File: src/rtl/mem_req_ctrl.sv
`default_nettype none
// ============================================================================
//  Module   : mem_req_ctrl
//  Brief    : Data-memory request controller between execute and an SRAM-like
//             bus (req/addr_ok/data_ok). Tracks in-flight accesses in order,
//             aligns/extends load data, raises ALE for misaligned accesses and
//             drops responses of requests killed by a flush.
//  Revision : 1.0  initial release
// ============================================================================
module mem_req_ctrl #(
    parameter int DATA_W          = 32,
    parameter int ADDR_W          = 32,
    parameter int MAX_OUTSTANDING = 2
) (
    input  logic                               clk,
    input  logic                               reset,
    input  logic                               in_valid,
    output logic                               in_ready,
    input  logic                               in_wr,
    input  logic [1:0]                         in_size,
    input  logic                               in_sign,
    input  logic [ADDR_W-1:0]                  in_addr,
    input  logic [DATA_W-1:0]                  in_wdata,
    input  logic                               flush,
    output logic                               data_sram_req,
    output logic                               data_sram_wr,
    output logic [1:0]                         data_sram_size,
    output logic [DATA_W/8-1:0]                data_sram_wstrb,
    output logic [ADDR_W-1:0]                  data_sram_addr,
    output logic [DATA_W-1:0]                  data_sram_wdata,
    input  logic                               data_sram_addr_ok,
    input  logic                               data_sram_data_ok,
    input  logic [DATA_W-1:0]                  data_sram_rdata,
    output logic                               rsp_valid,
    output logic                               rsp_wr,
    output logic                               rsp_ale,
    output logic [DATA_W-1:0]                  rsp_rdata,
    output logic [$clog2(MAX_OUTSTANDING):0]   outstanding,
    output logic                               proto_err
);

    localparam int NB    = DATA_W / 8;
    localparam int OFF_W = $clog2(NB);
    localparam int PTR_W = (MAX_OUTSTANDING > 1) ? $clog2(MAX_OUTSTANDING) : 1;
    localparam int CNT_W = $clog2(MAX_OUTSTANDING) + 1;
    localparam logic [PTR_W-1:0] PTR_LAST = PTR_W'(MAX_OUTSTANDING - 1);
    localparam logic [CNT_W-1:0] CNT_FULL = CNT_W'(MAX_OUTSTANDING);

    // In-flight queue: payload arrays plus a per-entry discard flag
    logic                 q_wr   [MAX_OUTSTANDING];
    logic [1:0]           q_size [MAX_OUTSTANDING];
    logic                 q_sign [MAX_OUTSTANDING];
    logic [OFF_W-1:0]     q_off  [MAX_OUTSTANDING];
    logic [MAX_OUTSTANDING-1:0] q_disc;

    logic [PTR_W-1:0]     wr_ptr;
    logic [PTR_W-1:0]     rd_ptr;
    logic [CNT_W-1:0]     count;
    logic                 ale_pending;
    logic                 ale_wr;
    logic                 proto_err_r;

    logic [2:0]           align_mask;
    logic                 misaligned;
    logic                 full;
    logic                 empty;
    logic                 push;
    logic                 pop;
    logic                 ale_accept;
    logic                 ale_rsp;
    logic                 load_rsp;
    logic                 head_wr;
    logic [1:0]           head_size;
    logic                 head_sign;
    logic [OFF_W-1:0]     head_off;
    logic [DATA_W-1:0]    shifted;
    logic [DATA_W-1:0]    ext_mask;
    logic                 ext_sbit;
    logic [DATA_W-1:0]    load_data;
    logic [NB-1:0]        strb_base;

    // Low address bits that must be zero for a naturally aligned access
    always_comb begin
        align_mask = 3'b111;
        case (in_size)
            2'd0:    align_mask = 3'b000;
            2'd1:    align_mask = 3'b001;
            2'd2:    align_mask = 3'b011;
            default: align_mask = 3'b111;
        endcase
    end

    assign misaligned = |(in_addr[2:0] & align_mask);
    assign full       = (count == CNT_FULL);
    assign empty      = (count == '0);

    // Request/acceptance handshake; full uses the registered count only
    assign data_sram_req = in_valid & ~misaligned & ~full & ~flush & ~ale_pending;
    assign push          = data_sram_req & data_sram_addr_ok;
    assign ale_accept    = in_valid & misaligned & empty & ~ale_pending & ~flush;
    assign in_ready      = push | ale_accept;
    assign pop           = data_sram_data_ok & ~empty;

    assign data_sram_wr   = in_wr;
    assign data_sram_size = in_size;
    assign data_sram_addr = in_addr;

    // Store data replicated per lane and byte strobes positioned at the offset
    always_comb begin
        data_sram_wdata = in_wdata;
        strb_base       = '1;
        case (in_size)
            2'd0: begin
                data_sram_wdata = {NB{in_wdata[7:0]}};
                strb_base       = NB'(1);
            end
            2'd1: begin
                data_sram_wdata = {(NB/2){in_wdata[15:0]}};
                strb_base       = NB'(3);
            end
            2'd2: begin
                data_sram_wdata = {(DATA_W/32){in_wdata[31:0]}};
                strb_base       = NB'(15);
            end
            default: begin
                data_sram_wdata = in_wdata;
                strb_base       = '1;
            end
        endcase
        data_sram_wstrb = in_wr ? (strb_base << in_addr[OFF_W-1:0]) : '0;
    end

    assign head_wr   = q_wr[rd_ptr];
    assign head_size = q_size[rd_ptr];
    assign head_sign = q_sign[rd_ptr];
    assign head_off  = q_off[rd_ptr];

    // Load data: shift the addressed lane down, mask to size, then extend
    always_comb begin
        shifted  = data_sram_rdata >> {head_off, 3'b000};
        ext_mask = '1;
        ext_sbit = shifted[DATA_W-1];
        case (head_size)
            2'd0: begin
                ext_mask = DATA_W'(8'hFF);
                ext_sbit = shifted[7];
            end
            2'd1: begin
                ext_mask = DATA_W'(16'hFFFF);
                ext_sbit = shifted[15];
            end
            2'd2: begin
                ext_mask = DATA_W'(32'hFFFF_FFFF);
                ext_sbit = shifted[31];
            end
            default: begin
                ext_mask = '1;
                ext_sbit = shifted[DATA_W-1];
            end
        endcase
        load_data = (shifted & ext_mask) | ((head_sign & ext_sbit) ? ~ext_mask : '0);
    end

    // Response mux: ALE takes its one-cycle slot, otherwise a live popped head
    assign ale_rsp   = ale_pending & ~flush;
    assign load_rsp  = pop & ~q_disc[rd_ptr] & ~flush;
    assign rsp_valid = ale_rsp | load_rsp;
    assign rsp_ale   = ale_rsp;
    assign rsp_wr    = ale_rsp ? ale_wr : (load_rsp & head_wr);
    assign rsp_rdata = (load_rsp & ~ale_rsp & ~head_wr) ? load_data : '0;

    assign outstanding = count;
    assign proto_err   = proto_err_r;

    // Queue control, ALE tracking and sticky protocol error
    always_ff @(posedge clk or negedge reset) begin
        if (!reset) begin
            wr_ptr      <= '0;
            rd_ptr      <= '0;
            count       <= '0;
            q_disc      <= '0;
            ale_pending <= 1'b0;
            ale_wr      <= 1'b0;
            proto_err_r <= 1'b0;
        end else begin
            if (push) begin
                wr_ptr <= (wr_ptr == PTR_LAST) ? '0 : wr_ptr + 1'b1;
            end
            if (pop) begin
                rd_ptr <= (rd_ptr == PTR_LAST) ? '0 : rd_ptr + 1'b1;
            end
            case ({push, pop})
                2'b10:   count <= count + 1'b1;
                2'b01:   count <= count - 1'b1;
                default: count <= count;
            endcase
            // Flush marks every entry dead; stale flags on free slots are
            // cleared again when the slot is next written
            if (flush) begin
                q_disc <= '1;
            end else if (push) begin
                q_disc[wr_ptr] <= 1'b0;
            end
            ale_pending <= ale_accept;
            if (ale_accept) begin
                ale_wr <= in_wr;
            end
            if (data_sram_data_ok && empty) begin
                proto_err_r <= 1'b1;
            end
        end
    end

    // Queue payload capture; contents are only meaningful while counted
    always_ff @(posedge clk) begin
        if (push) begin
            q_wr[wr_ptr]   <= in_wr;
            q_size[wr_ptr] <= in_size;
            q_sign[wr_ptr] <= in_sign;
            q_off[wr_ptr]  <= in_addr[OFF_W-1:0];
        end
    end

endmodule
`default_nettype wire

File: config.mk
export PLATFORM = sky130hd
export DESIGN_NAME = mem_req_ctrl
export DESIGN_NICKNAME = d
export VERILOG_FILES = /design/src/rtl/mem_req_ctrl.sv
export SDC_FILE = /design/constraint.sdc
export NUM_CORES = 1
export LEC_CHECK = 0
export BUFFER_PORTS_ARGS = -buffer_cell sky130_fd_sc_hd__buf_2
export CAP_MARGIN = 0
export CORE_MARGIN = 3
export CORE_UTILIZATION = 30
export CTS_CLUSTER_DIAMETER = 200
export DETAILED_ROUTE_END_ITERATION = 10
export MAX_ROUTING_LAYER = met4
export SLEW_MARGIN = 20
export SYNTH_ARGS = -nofsm -noshare
export SYNTH_HDL_FRONTEND = slang
export SYNTH_SLANG_ARGS = --single-unit
File: constraint.sdc
create_clock -name clk -period 2.5 [get_ports clk]
set_clock_uncertainty 0.2 [all_clocks]
set_input_delay 0.25 -clock clk [delete_from_list [all_inputs] [get_ports clk]]
set_output_delay 0.25 -clock clk [all_outputs]
set_load 0.02 [all_outputs]
==> metrics.csv, run 1 <==
stage,metric,value,unit
status,status,finished with violations,
status,violated checks,negative setup slack,
die,Starting Density,31.5,%
synthesis,XOR/XNOR Fraction of Synth Area,1.67,%
worst_setup_path,CP Class,flop to output port,
grt,vias in the first global route,2693,
synthesis,most common flop cell mapped by yosys,edfxtp_1,
clock_tree,Max Root-Sink Buffers,2,
synthesis,"FF+latch count, synth",21,
layout,highest-count cells in the layout ignoring fill and taps,"buf_2, nand2_1, buf_4, mux2i_1, nor2_1",
sta,Tmin final,2680,ps
clock_tree,clk_lat worst skew,250,ps
clock_tree,CTS Buf Count,3,
synthesis,Syn. warnings,0,
layout,final core utilization,44.7,%
synthesis,Post-Synth Simple-Gate Area,19.0,%
die,FP Rows,33,
layout,"commonest non-fill, non-tap cell in the layout",buf_2,
worst_setup_path,WP data arrival,2230,ps
sta,final setup fails,32,
synthesis,top post-synthesis cells by area,"edfxtp_1, mux2i_1, buf_4, dfrtp_1, mux2_2",
layout,Nets,557,
synthesis,syn_area_per_cell,8.25,um^2
grt,largest net degree at the start of global routing,32,
sta,setup tns final,-4050,ps
sta,Slew @ Worst Pin,611,ps
synthesis,Synthesized Nets,425,
drt,wire per inst,15.5,um
drt,final WL,8600,um
sta,hold slack final,20.9,ps
pwr,Pleak,1.83,nW
grt,initial antenna violation count,1,
drt,Vias/cell,4.99,
sta,fin. max-slew vios,0,
sta,final hold vios,0,
drt,TritonRoute pass-1 iters,4,
pwr,pwr dens,521,nW/um^2
worst_setup_path,Buf/Inv on CP,4,
placed_design,hpwl dp,7030,um
drt,total number of vias,2772,
worst_setup_path,Setup crit end kind,output port,
die,core area,8340,um^2
sta,post-route setup slack,-181,ps
worst_setup_path,crit-path leading delay family,buffers and inverters,
grt,GRT Total Usage,16.7,%
clock_tree,Sink Count,21,
worst_setup_path,critical path required time,2050,ps
placed_design,IO buf count,158,
layout,"Design Area, Final",3730,um^2
layout,fill count,838,
grt,aggregate global routing overflow,0,
clock_tree,Clock Pin Slew Worst Setup and Hold Paths,70,ps
clock_tree,clk root buf,clkbuf_8,
job,# Max-Cap Violations,0,
layout,P&R area growth vs syn,42.1,%
synthesis,"FFs w/ async S/R, synth",42.9,%
grt,first-pass GRT wire length,13200,um
worst_setup_path,Crit-path slowest cell,dfrtp_2,
pwr,Tot Pwr,1.94,mW
placed_design,dpl cell area,3340,um^2
die,chip height,99.5,um
synthesis,Mapped Cells,318,
clock_tree,CTS tree,done,
sta,RSZ-0062 raised after global routing,yes,
clock_tree,H-tree depth,1,
synthesis,mux contribution to synthesized area,22.6,%
synthesis,Synth cell types,43,
synthesis,number of flops mapped to enable cells by yosys,12,
sta,Rel. slew slack,58.9,%
synthesis,dominant cell type by area after synthesis,edfxtp_1,
sta,Tcrit/Tclk final,107,%
drt,DR DRC count,0,
worst_setup_path,crit-path max FO,8,
synthesis,sequential fraction of the synthesis area,22.3,%
hold_path,hold crit path type,primary input to flop,
worst_setup_path,crit-path cells,buf_4 -> mux2_4 -> a221oi_4 -> buf_4 -> a31oi_4 -> buf_12 -> nor2_1 -> buf_4,
synthesis,Synth Cell Area,2620,um^2
synthesis,complex-gate fraction of the synthesized area,16.0,%
die,io pins,217,
layout,layout cells sized above 1,54.6,%
drt,drt initial violations,70,
placed_design,RePlAce Congestion,0.929,
worst_setup_path,"slowest stage delay, CP",460,ps
sta,fmax,373,MHz
worst_setup_path,CP most frequent cell,buf_4,
die,die area,9900,um^2
pwr,VDD IR max,0.267,mV
synthesis,Adder-Cell Fraction of Synth Area,0.477,%
synthesis,top-area cell type share of the netlist area,13.7,%
synthesis,largest family of logic cells by synthesized area,multiplexers,
worst_setup_path,reg-to-reg setup timing slack,280,ps
drt,Routed Antenna Nets,0,
die,width of the chip,99.5,um
worst_setup_path,CP Launch Type,flop,
## worst register-to-register path, stage by stage (launching register included)
cell       delay [ps]
dfrtp_1           380
or3b_2            490
a2111oi_4         300
nand2_1           150
buf_4             180
nor2_1             80
buf_4             160
## registers in the layout, indices dropped and copies added (netlist names)
register / cells
proto_err: 1
ale_pending: 1
wr_ptr: 1
outstanding: 2
ale_wr: 1
q_off: 4
q_wr: 2
q_sign: 2
rd_ptr: 1
q_size: 4
q_disc: 2
## cell usage after synthesis, drive strengths merged, types with 2 or more instances
cell type   n
nand2      55
buf        54
mux2i      34
o21ai      31
nor2       27
mux2       21
inv        14
edfxtp     12
dfrtp       9
and3        8
o221ai      8
clkbuf      6
nor3        5
a21oi       4
xnor2       4
nand2b      3
o21a        3
a21o        2
nor3b       2
or3b        2
## final timing paths
check | start | cells past startpoint | end
max | rd_ptr | 8 | rsp_rdata[13]
min reg2reg | proto_err | 1 | proto_err
min | data_sram_data_ok | 2 | proto_err
max reg2reg | ale_pending | 6 | q_off[0][1]
max in group asynchronous | reset | 2 | rd_ptr
min in group asynchronous | reset | 2 | proto_err
## through the flow
| step | worst slack, ps | std cells |
|---|---|---|
| floorplan | 26.8 | 318 |
| global route | -293 | 555 |
| finish | -181 | 555 |
| global placement | -46.6 | 544 |
| detailed placement | -60.1 | 544 |
| CTS | -173 | 554 |
## kinds of logic (layout without fill, tap and decap cells)
group,count (synthesis),in the layout
and+or+nand+nor,108,108
buffers and inverters,74,205
muxes,55,55
AOI/OAI and AO/OA,54,54
DFF,21,21
xor gates and xnor gates,5,5
adders and majority gates,1,1
other,0,1
## timing repair
item	in CTS	in global routing
hold endpoints to repair	11	0
setup endpoints to repair	32	32
pin swaps	4	2
resized for setup	60	20
buffers inserted	4	0
hold buffers	2	0
## per-layer routing
layer / global-route usage (%) / part of all wire (%)
met5: - / 0
met4: 5.36 / 1.6
met3: 2.66 / 8.8
met2: 29.4 / 51
met1: 19.3 / 39
## area by class of cell
class | instances | area [um^2] | share of cell area, %
clock buffer | 4 | 45.0 | 1.21
antenna | 1 | 2.50 | 0.0671
timing repair buffer | 187 | 1210 | 32.4
tap | 105 | 131 | 3.52
inverter | 14 | 52.6 | 1.41
sequential | 21 | 587 | 15.7
multi-input combinational | 223 | 1700 | 45.7
## power breakdown
group          leakage, nW  internal [mW]  switching (mW)  total (mW)
clock               0.0228          0.113          0.0938       0.207
combinational         1.61          0.569           0.701        1.27
sequential           0.207          0.422          0.0437       0.465
total                 1.83           1.10           0.838        1.94
Note: power is estimated with default switching activity, not from simulation.
==> inputs of run 2 (changes only) <==
--- a/config.mk
+++ b/config.mk
@@ -12,6 +12,8 @@
 export CTS_CLUSTER_DIAMETER = 200
 export DETAILED_ROUTE_END_ITERATION = 10
 export MAX_ROUTING_LAYER = met4
+export SETUP_SLACK_MARGIN = 0.1
+export SKIP_LAST_GASP = 1
 export SLEW_MARGIN = 20
 export SYNTH_ARGS = -nofsm -noshare
 export SYNTH_HDL_FRONTEND = slang
==> metrics.csv, run 2 (same netlist as run 1, synthesis figures left out) <==
stage,metric,value,unit
status,status,finished with violations,
status,violated checks,negative setup slack,
grt,met2 Track Usage GR,31.7,%
drt,total number of vias,2900,
clock_tree,clk root buf,clkbuf_8,
worst_setup_path,crit-path max FO,7,
grt,vias in the first global route,2845,
clock_tree,CTS Buf Count,3,
layout,layout cells sized above 1,58.5,%
clock_tree,Sink Count,21,
grt,routing usage on met3,2.52,%
drt,drt initial violations,50,
drt,Routed Antenna Nets,0,
layout,P&R area growth vs syn,51.1,%
drt,wire per inst,15.8,um
worst_setup_path,WP data arrival,2280,ps
grt,first-pass GRT wire length,13500,um
grt,initial antenna violation count,0,
die,width of the chip,99.5,um
sta,Tmin final,2730,ps
sta,Tcrit/Tclk final,109,%
drt,final WL,9140,um
grt,aggregate global routing overflow,0,
layout,non-filler cells in the finished layout,577,
clock_tree,Max Root-Sink Buffers,2,
placed_design,RePlAce Congestion,0.850,
layout,antenna diode count,0,
die,io pins,217,
die,die area,9900,um^2
placed_design,IO buf count,158,
worst_setup_path,Setup crit end kind,output port,
drt,TritonRoute pass-1 iters,4,
sta,hold slack final,22.1,ps
grt,met1 GRT Util,18.8,%
sta,RSZ-0062 raised after global routing,yes,
placed_design,Placed Cells,553,
die,core area,8340,um^2
drt,DR DRC count,0,
sta,Slew @ Worst Pin,337,ps
layout,Nets,580,
clock_tree,CTS tree,done,
layout,biggest regs,"q_off x4, q_size x4",
die,chip height,99.5,um
clock_tree,H-tree depth,1,
layout,fill count,803,
placed_design,hpwl dp,6950,um
sta,fmax,366,MHz
sta,final setup fails,32,
pwr,VDD IR max,0.204,mV
placed_design,Place WS,-93.3,ps
sta,post-route setup slack,-233,ps
sta,Rel. slew slack,77.5,%
pwr,Pleak,1.90,nW
worst_setup_path,Reg2Reg Depth,7,
worst_setup_path,CP Launch Type,flop,
grt,GRT Total Usage,17.1,%
hold_path,hold crit path type,primary input to flop,
layout,"commonest non-fill, non-tap cell in the layout",buf_2,
grt,largest net degree at the start of global routing,33,
clock_tree,clk_lat worst skew,250,ps
pwr,pwr dens,512,nW/um^2
drt,Vias/cell,5.03,
sta,fin. max-slew vios,0,
layout,highest-count cells in the layout ignoring fill and taps,"buf_2, nand2_1, buf_4, buf_6, mux2i_1",
worst_setup_path,critical path required time,2050,ps
sta,final hold vios,0,
worst_setup_path,CP Class,flop to output port,
grt,GRT busiest layer,met2,
hold_path,Worst Hold Depth,2,
die,FP Rows,33,
clock_tree,Clock Pin Slew Worst Setup and Hold Paths,70,ps
die,Starting Density,31.5,%
layout,final core utilization,47.5,%
job,# Max-Cap Violations,0,
## run 2: cell type report
type	instances	area, um^2	area share (%)
inverters	14	52.6	1.33
repair buffers	209	1430	36.0
well taps	105	131	3.31
multi-input cells	224	1720	43.4
flip-flops and latches	21	588	14.8
clock buffers	4	45.0	1.14
## run 2: worst max-delay path: stages (launching register included)
cell and delay (ps):
dfrtp_2 480, mux2_4 320, or3_4 360, nor3_4 170
buf_6 160, o21ai_4 100, buf_6 160, o21ai_2 160
buf_6 140
## run 2: power breakdown
group / internal, mW / leakage, nW / total (mW) / switching (mW)
clock: 0.113 / 0.0228 / 0.206 / 0.0934
sequential: 0.422 / 0.205 / 0.472 / 0.0503
combinational: 0.641 / 1.68 / 1.35 / 0.709
total: 1.18 / 1.90 / 2.03 / 0.853
## run 2: path summary, 6_finish.rpt
path / from / to / slack, ps
max: rd_ptr / rsp_rdata[27] / -230
min: data_sram_data_ok / proto_err / 20
max in group asynchronous: reset / rd_ptr / 1730
max reg2reg: ale_pending / outstanding[1] / 280
min reg2reg: proto_err / proto_err / 260
min in group asynchronous: reset / proto_err / 180
## run 2: layer usage
metal  share of wire (%)  vias up
met3                 7.3       13
met5                   0        -
met4                 1.7        0
met1                  37     1346
met2                  54      168
li1                    -     1373
## run 2: through the flow
stage               power [mW]  cell area (um^2)  TNS (ps)
finish                    2.03              3960     -5460
global route              2.18              3960     -8370
CTS                       1.89              3570     -6790
detailed placement        1.63              3370     -1150
global placement          1.62              3370      -475
floorplan                 1.31              2620         0
## run 2: repair_timing
action	in CTS	in global routing
endpoints found under the hold margin	11	0
pin swaps	8	13
buffers inserted	5	9
hold buffers	2	0
gates resized for setup	31	71
setup endpoints to repair	33	33
gates cloned	1	3
==> inputs of run 3 (changes only) <==
--- a/config.mk
+++ b/config.mk
@@ -5,6 +5,7 @@
 export SDC_FILE = /design/constraint.sdc
 export NUM_CORES = 1
 export LEC_CHECK = 0
+export ABC_AREA = 1
 export BUFFER_PORTS_ARGS = -buffer_cell sky130_fd_sc_hd__buf_2
 export CAP_MARGIN = 0
 export CORE_MARGIN = 3
==> metrics.csv, run 3 <==
stage,metric,value,unit
sta,setup tns final,0,ps
sta,Tcrit/Tclk final,97.2,%
clock_tree,CTS tree,done,
drt,Vias/cell,4.91,
clock_tree,CTS Buf Count,3,
worst_setup_path,Setup crit end kind,output port,
sta,hold slack final,47.1,ps
synthesis,Post-Synth Simple-Gate Area,36.9,%
placed_design,RePlAce Congestion,0.891,
pwr,Tot Pwr,2.71,mW
hold_path,Hold Crit Start,in_addr[0],
drt,TritonRoute pass-1 iters,4,
worst_setup_path,CP Launch Type,flop,
layout,biggest regs,"q_off x4, q_size x4",
sta,Tmin final,2430,ps
synthesis,syn_area_per_cell,6.22,um^2
synthesis,"FF+latch count, synth",21,
worst_setup_path,Reg2Reg Depth,8,
synthesis,largest family of logic cells by synthesized area,simple AND/OR/NAND/NOR gates,
clock_tree,Sink Count,21,
status,status,"finished, final reports clean",
worst_setup_path,CP Class,flop to output port,
drt,drt initial violations,110,
clock_tree,clk root buf,clkbuf_8,
sta,post-route setup slack,69.7,ps
job,# Max-Cap Violations,0,
hold_path,hold crit path type,primary input to flop,
synthesis,Adder-Cell Fraction of Synth Area,0.464,%
pwr,VDD IR max,0.254,mV
layout,antenna diode count,0,
pwr,Pleak,1.99,nW
worst_setup_path,R2R Path Start,ale_pending,
placed_design,dpl cell area,3230,um^2
grt,aggregate global routing overflow,0,
layout,final core utilization,45.3,%
grt,GRT Total Usage,19.1,%
synthesis,most common flop cell mapped by yosys,edfxtp_1,
die,chip height,101,um
synthesis,XOR/XNOR Fraction of Synth Area,1.30,%
die,io pins,217,
hold_path,hold endpoint,q_off[0][0],
drt,final WL,9970,um
synthesis,top-count cell post-synth,nand2_1,
layout,Sequential Area,587,um^2
sta,Slew @ Worst Pin,509,ps
sta,final hold vios,0,
layout,area of the multi-input gates,1770,um^2
grt,largest net degree at the start of global routing,32,
layout,Nets,671,
synthesis,Synth Cell Area,2700,um^2
clock_tree,Max Root-Sink Buffers,2,
worst_setup_path,WP data arrival,1980,ps
worst_setup_path,crit-path max FO,8,
placed_design,hpwl dp,7530,um
clock_tree,clk_lat worst skew,260,ps
layout,non-filler cells in the finished layout,668,
synthesis,sequential fraction of the synthesis area,21.7,%
die,Starting Density,31.9,%
synthesis,Synthesized Nets,541,
die,die area,10200,um^2
worst_setup_path,critical path required time,2050,ps
synthesis,"FFs w/ async S/R, synth",42.9,%
synthesis,mux contribution to synthesized area,0.371,%
layout,"Design Area, Final",3840,um^2
placed_design,Placed Cells,643,
synthesis,Synth cell types,33,
synthesis,commonest cells in the netlist,"nand2_1, buf_4, inv_1",
die,core area,8460,um^2
drt,total number of vias,3281,
synthesis,number of flops mapped to enable cells by yosys,12,
synthesis,Mapped Cells,434,
placed_design,IO buf count,158,
clock_tree,Clock Pin Slew Worst Setup and Hold Paths,80,ps
synthesis,top post-synthesis cells by area,"nand2_1, edfxtp_1, buf_4, dfrtp_1, o21ai_0",
die,width of the chip,101,um
die,FP Rows,33,
worst_setup_path,Crit. Startpoint,rd_ptr,
synthesis,dominant cell type by area after synthesis,nand2_1,
pwr,pwr dens,707,nW/um^2
synthesis,top-area cell type share of the netlist area,21.8,%
drt,DR DRC count,0,
layout,highest-count cells in the layout ignoring fill and taps,"nand2_1, buf_2, inv_1, buf_4, o21ai_0",
worst_setup_path,capturing point of the worst reg2reg path,outstanding[1],
layout,"commonest non-fill, non-tap cell in the layout",nand2_1,
synthesis,complex-gate fraction of the synthesized area,16.8,%
sta,RSZ-0062 raised after global routing,yes,
placed_design,Place WS,165,ps
grt,first-pass GRT wire length,15300,um
layout,P&R area growth vs syn,42.2,%
grt,vias in the first global route,3312,
sta,Rel. slew slack,65.9,%
clock_tree,H-tree depth,1,
hold_path,Worst Hold Depth,1,
worst_setup_path,reg-to-reg setup timing slack,470,ps
drt,Routed Antenna Nets,0,
layout,fill count,907,
sta,fin. max-slew vios,0,
sta,final setup fails,0,
drt,wire per inst,14.9,um
synthesis,Syn. warnings,0,
sta,fmax,411,MHz
grt,initial antenna violation count,0,
layout,layout cells sized above 1,45.1,%
run 3: report_power, final:
group | switching, mW | leakage (nW) | internal [mW]
Clock | 0.107 | 0.0255 | 0.111
Combinational | 1.32 | 1.76 | 0.705
Sequential | 0.0442 | 0.207 | 0.421
Total | 1.47 | 1.99 | 1.24
run 3: layout make-up:
type                       instances  share of cell area, %
inverter                          42                   4.40
clock buffer                       3                   1.08
multi-input combinational        313                   46.2
clock inverter                     1                  0.130
timing repair buffer             183                   29.5
tap                              105                   3.42
sequential                        21                   15.3
run 3: worst max-delay path by stage:
stage                    endpoint  slack (ps)  depth (start not counted)
finish              rsp_rdata[21]          70                          7
global route        rsp_rdata[28]         -40                         11
CTS                 rsp_rdata[23]          90                          8
detailed placement  rsp_rdata[15]         160                          9
global placement    rsp_rdata[15]         210                          9
floorplan            rsp_rdata[0]         410                          8
run 3: kinds of logic after synthesis:
group / count (synthesis)
multiplexers: 1
XOR/XNOR: 4
AND/OR/NAND/NOR: 227
AO/OA/AOI/OAI: 76
buffers and inverters: 104
adder cells (fa/ha/maj): 1
flip-flops: 21
run 3: timing repair:
| item | in CTS | in global routing |
|---|---|---|
| gates cloned | 3 | 3 |
| setup buffers | 9 | 4 |
| endpoints found under the setup margin | 25 | 32 |
| hold buffers | 2 | 0 |
| resized for setup | 37 | 57 |
| pin swaps | 10 | 12 |
| endpoints found under the hold margin | 11 | 0 |
run 3: metal layers:
metal	wire length, um	up-vias	part of all wire [%]	GRT usage [%]
met5	0	-	0	-
met4	325	0	3.3	8.50
met3	819	28	8.2	2.35
met2	5220	191	52	34.6
met1	3600	1454	36	20.7
li1	-	1608	-	-
run 3: worst max-delay path, stage by stage, from the launching register on:
cell	delay (ps)
dfrtp_2	440
buf_6	160
buf_4	140
mux2i_1	140
a21oi_4	270
nand3_4	230
a21oi_2	170
buf_2	170
